File: src/rtl/imem_port_arbiter.sv
// Round-robin arbiter sharing the single-port instruction RAM between fetch and loader.
// Define IMEM_ARB_STATS_EN to add saturating per-port grant counters.
module imem_port_arbiter #(
  parameter int DATA_WIDTH = 32,
  parameter int ADDR_WIDTH = 32,
  parameter int MEM_SIZE   = 512,
  parameter int IDX_WIDTH  = $clog2(MEM_SIZE)
) (
  input  logic                  clk,
  input  logic                  rst_n,
  input  logic                  if_req_valid,
  output logic                  if_req_ready,
  input  logic [ADDR_WIDTH-1:0] if_req_addr,
  input  logic                  if_flush,
  output logic                  if_rsp_valid,
  output logic [DATA_WIDTH-1:0] if_rsp_instr,
  output logic                  if_rsp_err,
  input  logic                  ld_req_valid,
  output logic                  ld_req_ready,
  input  logic                  ld_req_we,
  input  logic [ADDR_WIDTH-1:0] ld_req_addr,
  input  logic [DATA_WIDTH-1:0] ld_req_wdata,
  output logic                  ld_rsp_valid,
  output logic [DATA_WIDTH-1:0] ld_rsp_rdata,
  output logic                  ld_rsp_err,
  output logic                  mem_en,
  output logic                  mem_we,
  output logic [IDX_WIDTH-1:0]  mem_addr,
  output logic [DATA_WIDTH-1:0] mem_wdata,
  input  logic [DATA_WIDTH-1:0] mem_rdata
`ifdef IMEM_ARB_STATS_EN
  ,
  output logic [15:0]           if_grant_cnt,
  output logic [15:0]           ld_grant_cnt
`endif
);

  typedef enum logic {PORT_IF = 1'b0, PORT_LD = 1'b1} port_e;

  localparam logic [ADDR_WIDTH-3:0] IDX_LIMIT = (ADDR_WIDTH-2)'(MEM_SIZE);

  port_e last_grant;
  port_e pend_owner;
  logic  pend_valid;
  logic  pend_err;
  logic  pend_we;
  logic  grant_if;
  logic  grant_ld;
  logic  if_err;
  logic  ld_err;
  logic  pend_if;
  logic  pend_ld;

  function automatic logic addr_err(input logic [ADDR_WIDTH-1:0] a);
    return (a[1:0] != 2'b00) || (a[ADDR_WIDTH-1:2] >= IDX_LIMIT);
  endfunction

  assign if_err = addr_err(if_req_addr);
  assign ld_err = addr_err(ld_req_addr);

  // Gating with rst_n keeps every output quiet while reset is held.
  always_comb begin
    grant_if = 1'b0;
    grant_ld = 1'b0;
    if (rst_n) begin
      if (if_req_valid && (!ld_req_valid || last_grant == PORT_LD)) begin
        grant_if = 1'b1;
      end else if (ld_req_valid) begin
        grant_ld = 1'b1;
      end
    end
  end

  assign if_req_ready = grant_if;
  assign ld_req_ready = grant_ld;

  // Errored requests consume the grant slot but never touch the RAM.
  always_comb begin
    mem_en    = 1'b0;
    mem_we    = 1'b0;
    mem_addr  = '0;
    mem_wdata = '0;
    if (grant_if && !if_err) begin
      mem_en   = 1'b1;
      mem_addr = if_req_addr[IDX_WIDTH+1:2];
    end else if (grant_ld && !ld_err) begin
      mem_en   = 1'b1;
      mem_we   = ld_req_we;
      mem_addr = ld_req_addr[IDX_WIDTH+1:2];
      if (ld_req_we) begin
        mem_wdata = ld_req_wdata;
      end
    end
  end

  always_ff @(posedge clk or negedge rst_n) begin
    if (!rst_n) begin
      pend_valid <= 1'b0;
      pend_owner <= PORT_IF;
      pend_err   <= 1'b0;
      pend_we    <= 1'b0;
      last_grant <= PORT_LD;
    end else begin
      pend_valid <= grant_if | grant_ld;
      if (grant_if) begin
        pend_owner <= PORT_IF;
        pend_err   <= if_err;
        pend_we    <= 1'b0;
        last_grant <= PORT_IF;
      end else if (grant_ld) begin
        pend_owner <= PORT_LD;
        pend_err   <= ld_err;
        pend_we    <= ld_req_we;
        last_grant <= PORT_LD;
      end
    end
  end

  assign pend_if = pend_valid && (pend_owner == PORT_IF);
  assign pend_ld = pend_valid && (pend_owner == PORT_LD);

  assign if_rsp_valid = pend_if & ~if_flush;
  assign if_rsp_err   = if_rsp_valid & pend_err;
  assign if_rsp_instr = (if_rsp_valid && !pend_err) ? mem_rdata : '0;

  assign ld_rsp_valid = pend_ld;
  assign ld_rsp_err   = pend_ld & pend_err;
  assign ld_rsp_rdata = (pend_ld && !pend_err && !pend_we) ? mem_rdata : '0;

`ifdef IMEM_ARB_STATS_EN
  always_ff @(posedge clk or negedge rst_n) begin
    if (!rst_n) begin
      if_grant_cnt <= '0;
      ld_grant_cnt <= '0;
    end else begin
      if (grant_if && if_grant_cnt != 16'hFFFF) begin
        if_grant_cnt <= if_grant_cnt + 16'd1;
      end
      if (grant_ld && ld_grant_cnt != 16'hFFFF) begin
        ld_grant_cnt <= ld_grant_cnt + 16'd1;
      end
    end
  end
`endif

endmodule

File: config.mk
export PLATFORM = sky130hd
export DESIGN_NAME = imem_port_arbiter
export DESIGN_NICKNAME = d
export VERILOG_FILES = /design/src/rtl/imem_port_arbiter.sv
export SDC_FILE = /design/constraint.sdc
export NUM_CORES = 1
export LEC_CHECK = 0
export CAP_MARGIN = 20
export CELL_PAD_IN_SITES_DETAIL_PLACEMENT = 1
export CELL_PAD_IN_SITES_GLOBAL_PLACEMENT = 2
export CORE_AREA = 4 4 114 116
export CTS_CLUSTER_DIAMETER = 150
export CTS_CLUSTER_SIZE = 12
export DETAILED_ROUTE_END_ITERATION = 10
export DIE_AREA = 0 0 118 120
export PLACE_DENSITY_LB_ADDON = 0.2
export SLEW_MARGIN = 20
export SYNTH_ARGS = -nofsm -noshare
export SYNTH_HDL_FRONTEND = slang
export SYNTH_SLANG_ARGS = --single-unit
File: constraint.sdc
create_clock -name clk -period 4.16 [get_ports clk]
set_clock_uncertainty 0.1 [all_clocks]
set_input_delay 0.624 -clock clk [delete_from_list [all_inputs] [get_ports clk]]
set_output_delay 0.624 -clock clk [all_outputs]
set_load 0.01 [all_outputs]
==> flow_summary.yaml <==
status:
  status: "finished clean"
sta:
  fmax_mhz: 276
  worst_pin_slew_ns: 0.399
  drv_slew: 0
  fin_tns_setup_ns: 0
  rsz0062_at_grt: "false"
  hold_viol: 0
  max_slew_margin: 0.731
  setup_viol: 0
  min_period_ns: 3.63
  fin_crit_sh: 0.872
  whs_ns: 0.444
clock_network:
  clock-sinks: 5
  cts_buffers: 3
  clock_latency_ns: 0.23
  cts_buffer_depth: 2
  ctsResizeCount: 0
  cts_hold_buf: 0
  cts_tree: "built"
  post_cts_buffers: 0
  htree_num_levels: 1
  cts_root_buf: "clkbuf_16"
  clk_pin_slew_worst_paths_ns: 0.03
setup_path:
  cp_num_cells: 6
  crit_type: "input port to primary output"
  cp_top_family: "simple AND/OR/NAND/NOR gates"
  cp.required_ns: 3.44
  path_buf_inv: 2
  critPathArrivalTime_ns: 2.90
  cp_slowest_cell: "or3_1"
  cpPeakStageDelay_ns: 0.57
  worst-r2r-cell-count: 3
  crit_fanout: 10
  path_common_cell: "clkdlybuf4s50_1"
  path_cells: "clkdlybuf4s50_1 > nor4_2 > nand4_1 > or3_1 > o2bb2ai_1 > clkdlybuf4s50_1"
  end_kind: "primary output"
  start_kind: "input port"
detailed_routing:
  drc: 0
  finalWirelength_mm: 8.36
  via_per_inst: 3.89
  dr_total_vias: 2206
  dr.pass1.iters: 4
  wl_per_cell_um: 14.7
  drtAntennaViolNets: 0
  drt_first_iter_violations: 58
finish:
  num_antenna_cells: 0
  final_cells: 567
  fillers: 1446
  multi_input_area_sq_um: 981
  seq_area_sq_um: 126
  fin_area_sq_um: 3900
  syn_to_final_growth_pct: 229
  drive_above_1_share: 0.0333
  final_nets: 555
logic_synthesis:
  synth.area.top_cells: "and2_1 52%, dfrtp_1 8.4%, o2bb2ai_1 6.6%"
  ys_types: 25
  synth_nets: 309
  ys_seq_elements: 5
  ys_warn_count: 0
  yosys.area.top_type_share: 0.522
  syn_inst: 175
  netlist_area_sq_um: 1190
  seq_area_frac_synth: 0.107
  postSynthAreaPerCell_sq_um: 6.78
  synth_area_leader_cell: "and2_1"
placed_design:
  place.port_buffers: 246
  hpwl_mm: 7.48
  place.gp.congestion: 0.693
  placed_cells: 563
  dpl_cell_area_sq_um: 3820
global_routing:
  grt_pass1_wl_mm: 13.0
  grt_max_degree: 34
  grt_overflow_total: 0
  grt_usage: 0.113
  antenna_found_initial: 0
  grt_pass1_vias: 2423
pwr:
  leakage_nw: 1.43
  ir_drop_mv: 0.105
  p_per_area_nw_per_um2: 112
  p_total_uw: 437
floorplan:
  die_h_um: 120
  dieArea_sq_um: 14200
  initial_core_util: 0.0996
  rows: 40
  core_sq_um: 11900
  io_pins: 247
  die_width_um: 118
flow_run:
  cap_violations: 0
hold_path:
  holdPathStages: 1
  hp-class: "register to register"
metrics by stage:
stage / util / setup WS (ns)
floorplan: - / 1.62
global placement: 0.321 / 0.565
detailed placement: 0.321 / 0.492
CTS: 0.327 / 0.465
global route: 0.327 / 0.296
finish: 0.327 / 0.532
path summary, 6_finish.rpt:
| kind | slack [ns] | startpoint | end |
|---|---|---|---|
| max | 0.53 | ld_req_addr[30] | mem_addr[4] |
| min | 0.44 | last_grant | last_grant |
| max reg2reg | 2.89 | last_grant | pend_err |
| min reg2reg | 0.44 | last_grant | last_grant |
| max in group asynchronous | 3.12 | rst_n | last_grant |
| min in group asynchronous | 0.63 | rst_n | pend_valid |
synthesized netlist by cell type:
master,number
nand4_1,2
clkbuf_1,8
o2bb2ai_1,9
o31ai_1,1
nor3_1,3
nor3b_1,2
dfrtp_1,4
inv_1,4
buf_2,1
a21oi_1,3
nor4_4,1
nor2_1,2
or3_1,1
o21ai_0,12
dfstp_2,1
nor4_2,1
nand3_1,1
nor4_1,9
buf_6,3
nor2b_1,1
o2111ai_1,1
and3_1,1
and2_1,99
nand2_1,4
o21a_1,1
cell type report:
type	count	share of cell area
Clock buffer	4	0.0202
Timing Repair Buffer	253	0.645
Inverter	4	0.00385
Multi-Input combinational cell	154	0.252
Sequential cell	5	0.0324
Tap cell	147	0.0472
layout by cell type (no fill, tap or decap), types with 2 or more instances in the layout:
cell type        instances
nor3_1                   3
nor4_1                   9
nand2_1                  4
nand4_1                  2
clkdlybuf4s50_1        246
o2bb2ai_1                9
and2_1                  99
nor2_1                   2
clkbuf_16                3
buf_4                    7
inv_1                    4
o21ai_0                 12
dfrtp_1                  4
a21oi_1                  3
power breakdown:
part / internal, mW / switching, mW / total, mW
clock: 0.127 / 0.0314 / 0.158
sequential: 0.0566 / 0.00712 / 0.0638
combinational: 0.155 / 0.0590 / 0.214
total: 0.339 / 0.0975 / 0.437
worst register-to-register path: stages, from the launching register on:
cell       delay (ns)
dfstp_2          0.56
o2111ai_1        0.18
nor2_1           0.20
o31ai_1          0.09
routing by layer:
metal  global-route usage  wire length [um]  vias up
met1                0.123              3300      959
met4               0.0286               116        0
li1                     -                 -     1077
met5                    0                 0        -
met2                0.209              4120      162
met3               0.0391               820        8
state kept, by name, summed over array words and instances (netlist names):
| register | cells |
|---|---|
| last_grant | 1 |
| pend_err | 1 |
| pend_owner | 1 |
| pend_valid | 1 |
| pend_we | 1 |
cells by family (layout without fill, tap and decap cells):
| group | Yosys count | in the layout | synth area share |
|---|---|---|---|
| AO/OA/AOI/OAI | 27 | 27 | 0.150 |
| buffers and inverters | 16 | 261 | 0.0707 |
| flip-flops | 5 | 5 | 0.107 |
| AND/OR/NAND/NOR | 127 | 127 | 0.673 |
(Power assumes the default switching activity.)
